===== src/rtl/vga_coord_pkg.sv =====
// Shared constants for the VGA coordinate tracker: default 640x480@60 timing,
// counter widths, sync polarity encoding and an elaboration range helper.
package vga_coord_pkg;

  localparam int H_W_DEF      = 11;
  localparam int V_W_DEF      = 11;

  localparam int H_BACK_DEF   = 48;
  localparam int H_ACTIVE_DEF = 640;
  localparam int V_BACK_DEF   = 33;
  localparam int V_ACTIVE_DEF = 480;

  localparam bit SYNC_POL_LOW  = 1'b0;
  localparam bit SYNC_POL_HIGH = 1'b1;

  // The all-ones code is the saturation marker, so the window must end below it.
  function automatic bit span_fits(input int span, input int width);
    return span < ((2 ** width) - 1);
  endfunction

endpackage : vga_coord_pkg


===== src/rtl/vga_sync_edge.sv =====
// Sync polarity normalisation plus a one-cycle history register, giving the
// asserted sense and the first-deasserted-sample strobe of one sync input.
module vga_sync_edge
  import vga_coord_pkg::*;
#(
  parameter bit SYNC_POL = SYNC_POL_LOW
) (
  input  logic clk,
  input  logic rst_n,
  input  logic sync_i,
  output logic as_o,
  output logic fall_o
);

  logic as_q;

  assign as_o   = (sync_i == SYNC_POL);
  assign fall_o = as_q & ~as_o;

  // NOTE: registers are written with <= so every flop samples the pre-edge
  // value; blocking assignments here would create order-dependent races.
  always_ff @(posedge clk or negedge rst_n) begin
    if (!rst_n) begin
      as_q <= 1'b0;
    end else begin
      as_q <= as_o;
    end
  end

endmodule : vga_sync_edge


===== src/rtl/vga_sync_coord_tracker.sv =====
// Recovers active-window pixel coordinates from a running HSYNC/VSYNC pair.
// Optional build macro VGA_COORD_SYNC_LOST_EN adds a registered sync_lost flag.
module vga_sync_coord_tracker
  import vga_coord_pkg::*;
#(
  parameter int H_W      = H_W_DEF,
  parameter int V_W      = V_W_DEF,
  parameter int H_BACK   = H_BACK_DEF,
  parameter int H_ACTIVE = H_ACTIVE_DEF,
  parameter int V_BACK   = V_BACK_DEF,
  parameter int V_ACTIVE = V_ACTIVE_DEF,
  parameter bit SYNC_POL = SYNC_POL_LOW
) (
  input  logic           clk,
  input  logic           rst_n,
  input  logic           HSYNC_Sig,
  input  logic           VSYNC_Sig,
  output logic [H_W-1:0] x_sig,
  output logic [V_W-1:0] y_sig,
  output logic           active,
  output logic           line_start,
  output logic           frame_start,
  output logic           sync_lost
);

  if (!span_fits(H_BACK + H_ACTIVE, H_W)) begin : g_h_span_err
    $error("vga_sync_coord_tracker: H_BACK+H_ACTIVE does not fit below 2**H_W-1");
  end
  if (!span_fits(V_BACK + V_ACTIVE, V_W)) begin : g_v_span_err
    $error("vga_sync_coord_tracker: V_BACK+V_ACTIVE does not fit below 2**V_W-1");
  end

  localparam logic [H_W-1:0] H_MAX   = '1;
  localparam logic [V_W-1:0] V_MAX   = '1;
  localparam logic [H_W-1:0] H_START = H_W'(H_BACK);
  localparam logic [H_W-1:0] H_STOP  = H_W'(H_BACK + H_ACTIVE);
  localparam logic [V_W-1:0] V_START = V_W'(V_BACK);
  localparam logic [V_W-1:0] V_STOP  = V_W'(V_BACK + V_ACTIVE);

  logic           hs_as;
  logic           hs_fall;
  logic           vs_as;
  logic [H_W-1:0] h_cnt_q, h_cnt_d;
  logic [V_W-1:0] v_cnt_q, v_cnt_d;
  logic           act_h, act_v;

  vga_sync_edge #(
    .SYNC_POL (SYNC_POL)
  ) u_hs_edge (
    .clk    (clk),
    .rst_n  (rst_n),
    .sync_i (HSYNC_Sig),
    .as_o   (hs_as),
    .fall_o (hs_fall)
  );

  // Vertical timing only needs the level, never an edge.
  assign vs_as = (VSYNC_Sig == SYNC_POL);

  always_comb begin
    // NOTE: the hold value is assigned first so every path drives h_cnt_d;
    // a missing default branch would infer a latch.
    h_cnt_d = h_cnt_q;
    if (hs_as) begin
      h_cnt_d = '0;
    end else if (h_cnt_q != H_MAX) begin
      h_cnt_d = h_cnt_q + H_W'(1);
    end
  end

  // Vsync wins over a coincident hsync fall so the frame restarts cleanly.
  always_comb begin
    v_cnt_d = v_cnt_q;
    if (vs_as) begin
      v_cnt_d = '0;
    end else if (hs_fall && (v_cnt_q != V_MAX)) begin
      v_cnt_d = v_cnt_q + V_W'(1);
    end
  end

  // NOTE: counters reset to all-ones (saturated), not zero, so the window
  // stays closed until a real vsync and hsync have been seen.
  always_ff @(posedge clk or negedge rst_n) begin
    if (!rst_n) begin
      h_cnt_q <= H_MAX;
      v_cnt_q <= V_MAX;
    end else begin
      h_cnt_q <= h_cnt_d;
      v_cnt_q <= v_cnt_d;
    end
  end

  assign act_h  = (h_cnt_q >= H_START) && (h_cnt_q < H_STOP);
  assign act_v  = (v_cnt_q >= V_START) && (v_cnt_q < V_STOP);
  assign active = act_h && act_v;

  assign x_sig       = active ? (h_cnt_q - H_START) : '0;
  assign y_sig       = active ? (v_cnt_q - V_START) : '0;
  assign line_start  = active && (h_cnt_q == H_START);
  assign frame_start = line_start && (v_cnt_q == V_START);

`ifdef VGA_COORD_SYNC_LOST_EN
  logic sync_lost_q, sync_lost_d;
  logic h_hit, v_hit;

  // Set on the edge a counter first saturates, so a sync that clears the flag
  // is not immediately overridden by a counter that was already parked.
  assign h_hit = (h_cnt_d == H_MAX) && (h_cnt_q != H_MAX);
  assign v_hit = (v_cnt_d == V_MAX) && (v_cnt_q != V_MAX);

  always_comb begin
    sync_lost_d = sync_lost_q;
    if (hs_as || vs_as) begin
      sync_lost_d = 1'b0;
    end else if (h_hit || v_hit) begin
      sync_lost_d = 1'b1;
    end
  end

  always_ff @(posedge clk or negedge rst_n) begin
    if (!rst_n) begin
      sync_lost_q <= 1'b1;
    end else begin
      sync_lost_q <= sync_lost_d;
    end
  end

  assign sync_lost = sync_lost_q;
`else
  assign sync_lost = 1'b0;
`endif

endmodule : vga_sync_coord_tracker


===== config.mk =====
export PLATFORM = sky130hd
export DESIGN_NAME = vga_sync_coord_tracker
export DESIGN_NICKNAME = d
export VERILOG_FILES = /design/src/rtl/vga_coord_pkg.sv /design/src/rtl/vga_sync_edge.sv /design/src/rtl/vga_sync_coord_tracker.sv
export SDC_FILE = /design/constraint.sdc
export NUM_CORES = 1
export LEC_CHECK = 0
export BUFFER_PORTS_ARGS = -buffer_cell sky130_fd_sc_hd__buf_2
export CAP_MARGIN = 20
export CORE_MARGIN = 2
export CORE_UTILIZATION = 30
export DETAILED_ROUTE_END_ITERATION = 16
export SLEW_MARGIN = 15
export SYNTH_ARGS = -nofsm -noshare
export SYNTH_HDL_FRONTEND = slang
export SYNTH_SLANG_ARGS = --single-unit

===== constraint.sdc =====
create_clock -name clk -period 2.85 [get_ports clk]
set_input_delay 0.285 -clock clk [delete_from_list [all_inputs] [get_ports clk]]
set_output_delay 0.285 -clock clk [all_outputs]
set_load 0.01 [all_outputs]

==> flow_metrics.py, run 1 <==
metrics = {
    "run_status": {
        "status": "finished with violations",
        "violations": "hold timing",
    },
    "finish": {
        "layout_commonest_cell": "buf_2",
        "area_delta_synth_final_pct": 9.253,
        "nFillCells": 671,
        "multi_input_area_mm2": 0.001209,
        "final_cells": 304,
        "insertedDiodeCount": 0,
        "final_cell_mix": "28 x buf_2, 22 x dfstp_2, 15 x nor3_2",
        "final_nets": 237,
        "finish.utilization_pct": 33.73,
        "drive_above_1_share_pct": 37.44,
        "register_area_um2": 603.1,
    },
    "synth": {
        "synth_ff_type": "dfstp_2",
        "syn_avg_cell_area_um2": 9.292,
        "ys_seq_area_share_pct": 30.76,
        "syn_nets": 220,
        "netlist_instances": 211,
        "ys_warn_count": 0,
        "ys_seq_elements": 23,
        "synth_area_mm2": 0.001961,
        "synthArstFlopShare_pct": 100.0,
        "ys_types": 54,
        "synth_edf_count": 0,
    },
    "timing": {
        "rsz0062_at_grt": "no",
        "fin_skew_ns": 0.001673,
        "fin_crit_sh_pct": 90.42,
        "relSlewSlack_pct": 57.98,
        "hold_viol": 1,
        "worst_pin_slew_ns": 0.6221,
        "hold_ws_ns": -0.002978,
        "final-setup-viol-count": 0,
        "final.setup.tns_ns": 0,
        "period_minus_slack_ns": 2.577,
        "max_clock_freq_mhz": 388.0,
        "timing.final.ws_setup_ns": 0.2729,
        "slew_viol_final": 0,
    },
    "drt": {
        "drc": 0,
        "drt-initial-drc-count": 122,
        "wl_met2_mm": 1.988,
        "met3RoutedLength_um": 193,
        "wirelength_mm": 4.557,
        "vias_per_cell": 5.329,
        "dr_total_vias": 1620,
        "first_pass_iters": 4,
        "met1Wirelength_mm": 2.307,
        "postRouteAntennaNets": 0,
        "wl_per_cell_um": 14.99,
        "routed.top_layer": "met4",
    },
    "global_route": {
        "antenna_found_initial": 0,
        "grt_remaining_overflow": 0,
        "grt_usage_pct": 13.33,
        "grt_max_degree": 24,
        "grt_pass1_wl_mm": 7.948,
        "grt_pass1_vias": 1549,
    },
    "cts": {
        "tritoncts": "yes",
        "cts_resized": 0,
        "cts.htree.levels": 1,
        "root_buffer": "clkbuf_8",
        "post_cts_buffers": 0,
        "numCtsBuffers": 3,
        "clock_latency_ns": 0.26,
        "postCtsHoldBufs": 0,
        "clkSlewWorstSetupHoldPaths_ns": 0.09,
        "cts_sinks": 23,
        "clockBufferDepth": 2,
    },
    "run": {
        "cap_violations": 0,
    },
    "floorplan": {
        "die_area_mm2": 0.007198,
        "start_util_pct": 30.88,
        "dieWidth_um": 84.84,
        "num_io_pins": 30,
        "rows": 29,
        "die_y_um": 84.84,
        "core-area_mm2": 0.006350,
    },
    "setup_path": {
        "path_max_fanout": 22,
        "crit_required_ns": 2.57,
        "cp.arrival_ns": 2.29,
        "start_kind": "flip-flop",
        "crit_type": "flip-flop to output pin",
        "cp-end-kind": "output pin",
    },
    "power_and_ir_drop": {
        "power.total_mw": 0.6134,
        "vdd.ir_drop.worst_mv": 0.1142,
        "powerDensity_mw_per_mm2": 286.4,
        "cellLeakagePower_nw": 0.8215,
    },
    "placed_design": {
        "place_ws_ns": 0.5744,
        "gp_congestion": 0.7890,
        "numPortBuffers": 28,
        "dp_hpwl_mm": 3.333,
        "place_inst": 300,
    },
    "worst_hold_path": {
        "hold_path_class": "primary input to async pin",
    },
}
cell families after synthesis:
logic type | Yosys count | synth area share (%)
simple gates | 95 | 32.87
compound gates | 41 | 16.27
buf+inv | 26 | 7.593
flops | 23 | 30.76
xor+xnor | 17 | 7.594
fa+ha+maj | 5 | 3.191
mux | 3 | 1.532
other cells | 1 | 0.1913
worst max-delay path: stages (launching register included):
cell	delay [ns]
dfstp_2	0.41
or3_1	0.51
o31ai_2	0.36
a211oi_4	0.10
buf_4	0.25
nor3_2	0.23
buf_2	0.16
final timing paths:
path / start / to / slack (ns) / cells past startpoint
min in group clk: VSYNC_Sig / v_cnt_q[5] / 0.32 / 3
max in group asynchronous: rst_n / h_cnt_q[6] / 2.47 / 1
min: rst_n / u_hs_edge.as_q / -0.003 / 1
max: v_cnt_q[4] / line_start / 0.27 / 6
min reg2reg: v_cnt_q[1] / v_cnt_q[1] / 0.52 / 2
max reg2reg: v_cnt_q[0] / v_cnt_q[8] / 0.93 / 5
layout make-up:
cell class / instances / share of cell area, %
Sequential cell: 23 / 28.15
Inverter: 7 / 1.227
Timing Repair Buffer: 31 / 7.593
Clock buffer: 4 / 2.103
Tap cell: 77 / 4.498
Multi-Input combinational cell: 162 / 56.43
synthesized netlist by cell type, drive strengths merged, types with 2 or more instances:
master  instances  area [um^2]
a211oi          7        75.07
a21oi           3        15.01
a31oi           8        50.05
a41o            2        20.02
a41oi           2        17.52
and2            6        37.54
and3            3        18.77
and4            5        43.79
buf            10        88.83
clkbuf          9        33.78
dfstp          22        578.1
ha              5        62.56
inv             6        22.52
mux2i           3        30.03
nand2          12        45.04
nand2b          4        25.02
nand3           9        50.05
nand4           5        31.28
nor2           13        51.30
nor2b           3        18.77
nor3           20        175.2
nor3b           5        62.56
nor4            3        33.78
o211ai          2        20.02
o21a            2        15.01
o21ai           7        35.03
o31ai           2        20.02
or3             3        18.77
xnor2          13        113.9
xor2            4        35.03
routing by layer:
| metal | vias to the layer above | GRT usage [%] |
|---|---|---|
| li1 | 800 | - |
| met1 | 779 | 20.23 |
| met2 | 37 | 19.76 |
| met3 | 4 | 1.654 |
| met4 | 0 | 4.040 |
| met5 | - | 0 |
registers in the layout (all words and copies together), names as in the netlist:
signal,cells
h_cnt_q,11
u_hs_edge.as_q,1
v_cnt_q,11
through the flow:
step	cell area, um^2	hold WS [ns]
after floorplan	1961	-0.01059
after global placement	2097	0.2958
after detailed placement	2097	0.3093
after CTS	2142	0.01637
after global routing	2142	0.01607
final	2142	-0.002978
power breakdown:
group | switching, mW | internal (mW)
clock network | 0.111 | 0.0999
logic | 0.0357 | 0.0191
registers | 0.00992 | 0.338
total | 0.156 | 0.457
Note: power is estimated with default switching activity, not from simulation.
==> run 2: changes to the inputs <==
--- a/config.mk
+++ b/config.mk
@@ -10,6 +10,7 @@
 export CORE_MARGIN = 2
 export CORE_UTILIZATION = 30
 export DETAILED_ROUTE_END_ITERATION = 16
+export MAX_ROUTING_LAYER = met4
 export SLEW_MARGIN = 15
 export SYNTH_ARGS = -nofsm -noshare
 export SYNTH_HDL_FRONTEND = slang
==> flow_metrics.py, run 2 (synthesis results as in run 1) <==
metrics = {
    "global_route": {
        "use_met1_pct": 20.41,
        "antenna_found_initial": 0,
        "grt_pass1_wl_mm": 7.962,
        "grt_remaining_overflow": 0,
        "grt_max_degree": 24,
        "grt_pass1_vias": 1542,
        "grt_util_met2_pct": 19.76,
        "grt_usage_pct": 13.76,
        "grt_use_met3_pct": 1.459,
        "grt.busiest_layer": "met1",
    },
    "power_and_ir_drop": {
        "power.total_mw": 0.6127,
        "clkPwrFrac_pct": 34.4,
        "cellLeakagePower_nw": 0.8215,
        "powerDensity_mw_per_mm2": 286.0,
        "vdd.ir_drop.worst_mv": 0.1145,
        "p_seq_share_pct": 56.7,
        "internal_power_mw": 0.4569,
        "p_comb_share_pct": 8.9,
        "p_sw_mw": 0.1558,
        "switching_share_pct": 25.42,
    },
    "timing": {
        "fin_skew_ns": 0.001647,
        "hold_viol": 1,
        "final.setup.tns_ns": 0,
        "worst_pin_slew_ns": 0.6209,
        "period_minus_slack_ns": 2.585,
        "final-setup-viol-count": 0,
        "rsz0062_at_grt": "no",
        "max_clock_freq_mhz": 386.9,
        "fin_crit_sh_pct": 90.69,
        "slew_viol_final": 0,
        "timing.final.ws_setup_ns": 0.2654,
        "hold_ws_ns": -0.006999,
        "relSlewSlack_pct": 58.06,
    },
    "floorplan": {
        "core-area_mm2": 0.006350,
        "start_util_pct": 30.88,
        "rows": 29,
        "die_area_mm2": 0.007198,
        "num_io_pins": 30,
        "die_y_um": 84.84,
        "dieWidth_um": 84.84,
    },
    "cts": {
        "cts_sinks": 23,
        "clockBufferDepth": 2,
        "cts_resized": 0,
        "clkSlewWorstSetupHoldPaths_ns": 0.09,
        "postCtsHoldBufs": 0,
        "numCtsBuffers": 3,
        "post_cts_buffers": 0,
        "tritoncts": "yes",
        "cts.htree.levels": 1,
        "clock_latency_ns": 0.26,
        "root_buffer": "clkbuf_8",
    },
    "setup_path": {
        "crit_required_ns": 2.57,
        "start_kind": "flip-flop",
        "cp.arrival_ns": 2.30,
        "crit_type": "flip-flop to output pin",
        "cp-end-kind": "output pin",
        "path_max_fanout": 22,
    },
    "drt": {
        "first_pass_iters": 4,
        "postRouteAntennaNets": 0,
        "drc": 0,
        "vias_per_cell": 5.257,
        "drt-initial-drc-count": 139,
        "wirelength_mm": 4.517,
        "wl_per_cell_um": 14.86,
        "dr_total_vias": 1598,
    },
    "finish": {
        "finish.utilization_pct": 33.73,
        "area_delta_synth_final_pct": 9.253,
        "reg_top3": "h_cnt_q x11, v_cnt_q x11, u_hs_edge.as_q x1",
        "layout_commonest_cell": "buf_2",
        "final_nets": 237,
        "drive_above_1_share_pct": 37.44,
        "final_cell_mix": "28 x buf_2, 22 x dfstp_2, 15 x nor3_2",
        "insertedDiodeCount": 0,
    },
    "run_status": {
        "violations": "hold timing",
        "status": "finished with violations",
    },
    "placed_design": {
        "dp_hpwl_mm": 3.333,
        "numPortBuffers": 28,
        "place_ws_ns": 0.5744,
        "gp_congestion": 0.8001,
    },
    "worst_hold_path": {
        "hold_path_class": "primary input to async pin",
    },
    "run": {
        "cap_violations": 0,
    },
}
[run 2: cell counts in the layout (fill, tap and decap cells not counted)]
No cell type changed its count.
[run 2: per-stage QoR]
step | cells | cell area [um^2]
2_1_floorplan | 211 | 1961
3_3_place_gp | 300 | 2097
3_5_place_dp | 300 | 2097
4_1_cts | 304 | 2142
5_1_grt | 304 | 2142
6_report | 304 | 2142
[run 2: layer usage]
metal,up-vias,share of wire (%)
met3,6,3.5
met5,-,0
li1,800,-
met4,0,2.1
met1,756,51
met2,36,43
[run 2: final cells by class]
| type | count | area [um^2] |
|---|---|---|
| clock buffer | 4 | 45.04 |
| fill | 671 | 4208 |
| inverter | 7 | 26.28 |
| multi-input combinational | 162 | 1209 |
| sequential | 23 | 603.1 |
| tap | 77 | 96.34 |
| timing repair buffer | 31 | 162.7 |
[run 2: critical path, cell delays in order, from the launching register on]
cell and delay, ns:
dfstp_2 0.41, or3_1 0.51, o31ai_2 0.36, a211oi_4 0.10
buf_4 0.26, nor3_2 0.23, buf_2 0.16
[run 2: worst paths after layout]
path | start | end | slack, ns | cells past startpoint
max in group asynchronous | rst_n | h_cnt_q[6] | 2.48 | 1
hold reg to reg | v_cnt_q[1] | v_cnt_q[1] | 0.52 | 2
min in group clk | HSYNC_Sig | h_cnt_q[6] | 0.31 | 3
setup / recovery | v_cnt_q[4] | line_start | 0.27 | 6
hold / removal | rst_n | u_hs_edge.as_q | -0.007 | 1
setup reg to reg | v_cnt_q[0] | v_cnt_q[8] | 0.94 | 5
[run 2: power groups by stage]
stage	clock, mW	sequential, mW	combinational [mW]
after global routing	0.235	0.349	0.0618
after global placement	0	0.353	0.0548
final	0.210	0.348	0.0546
after floorplan	0	0.349	0.0390
after CTS	0.220	0.348	0.0557
after detailed placement	0	0.353	0.0554
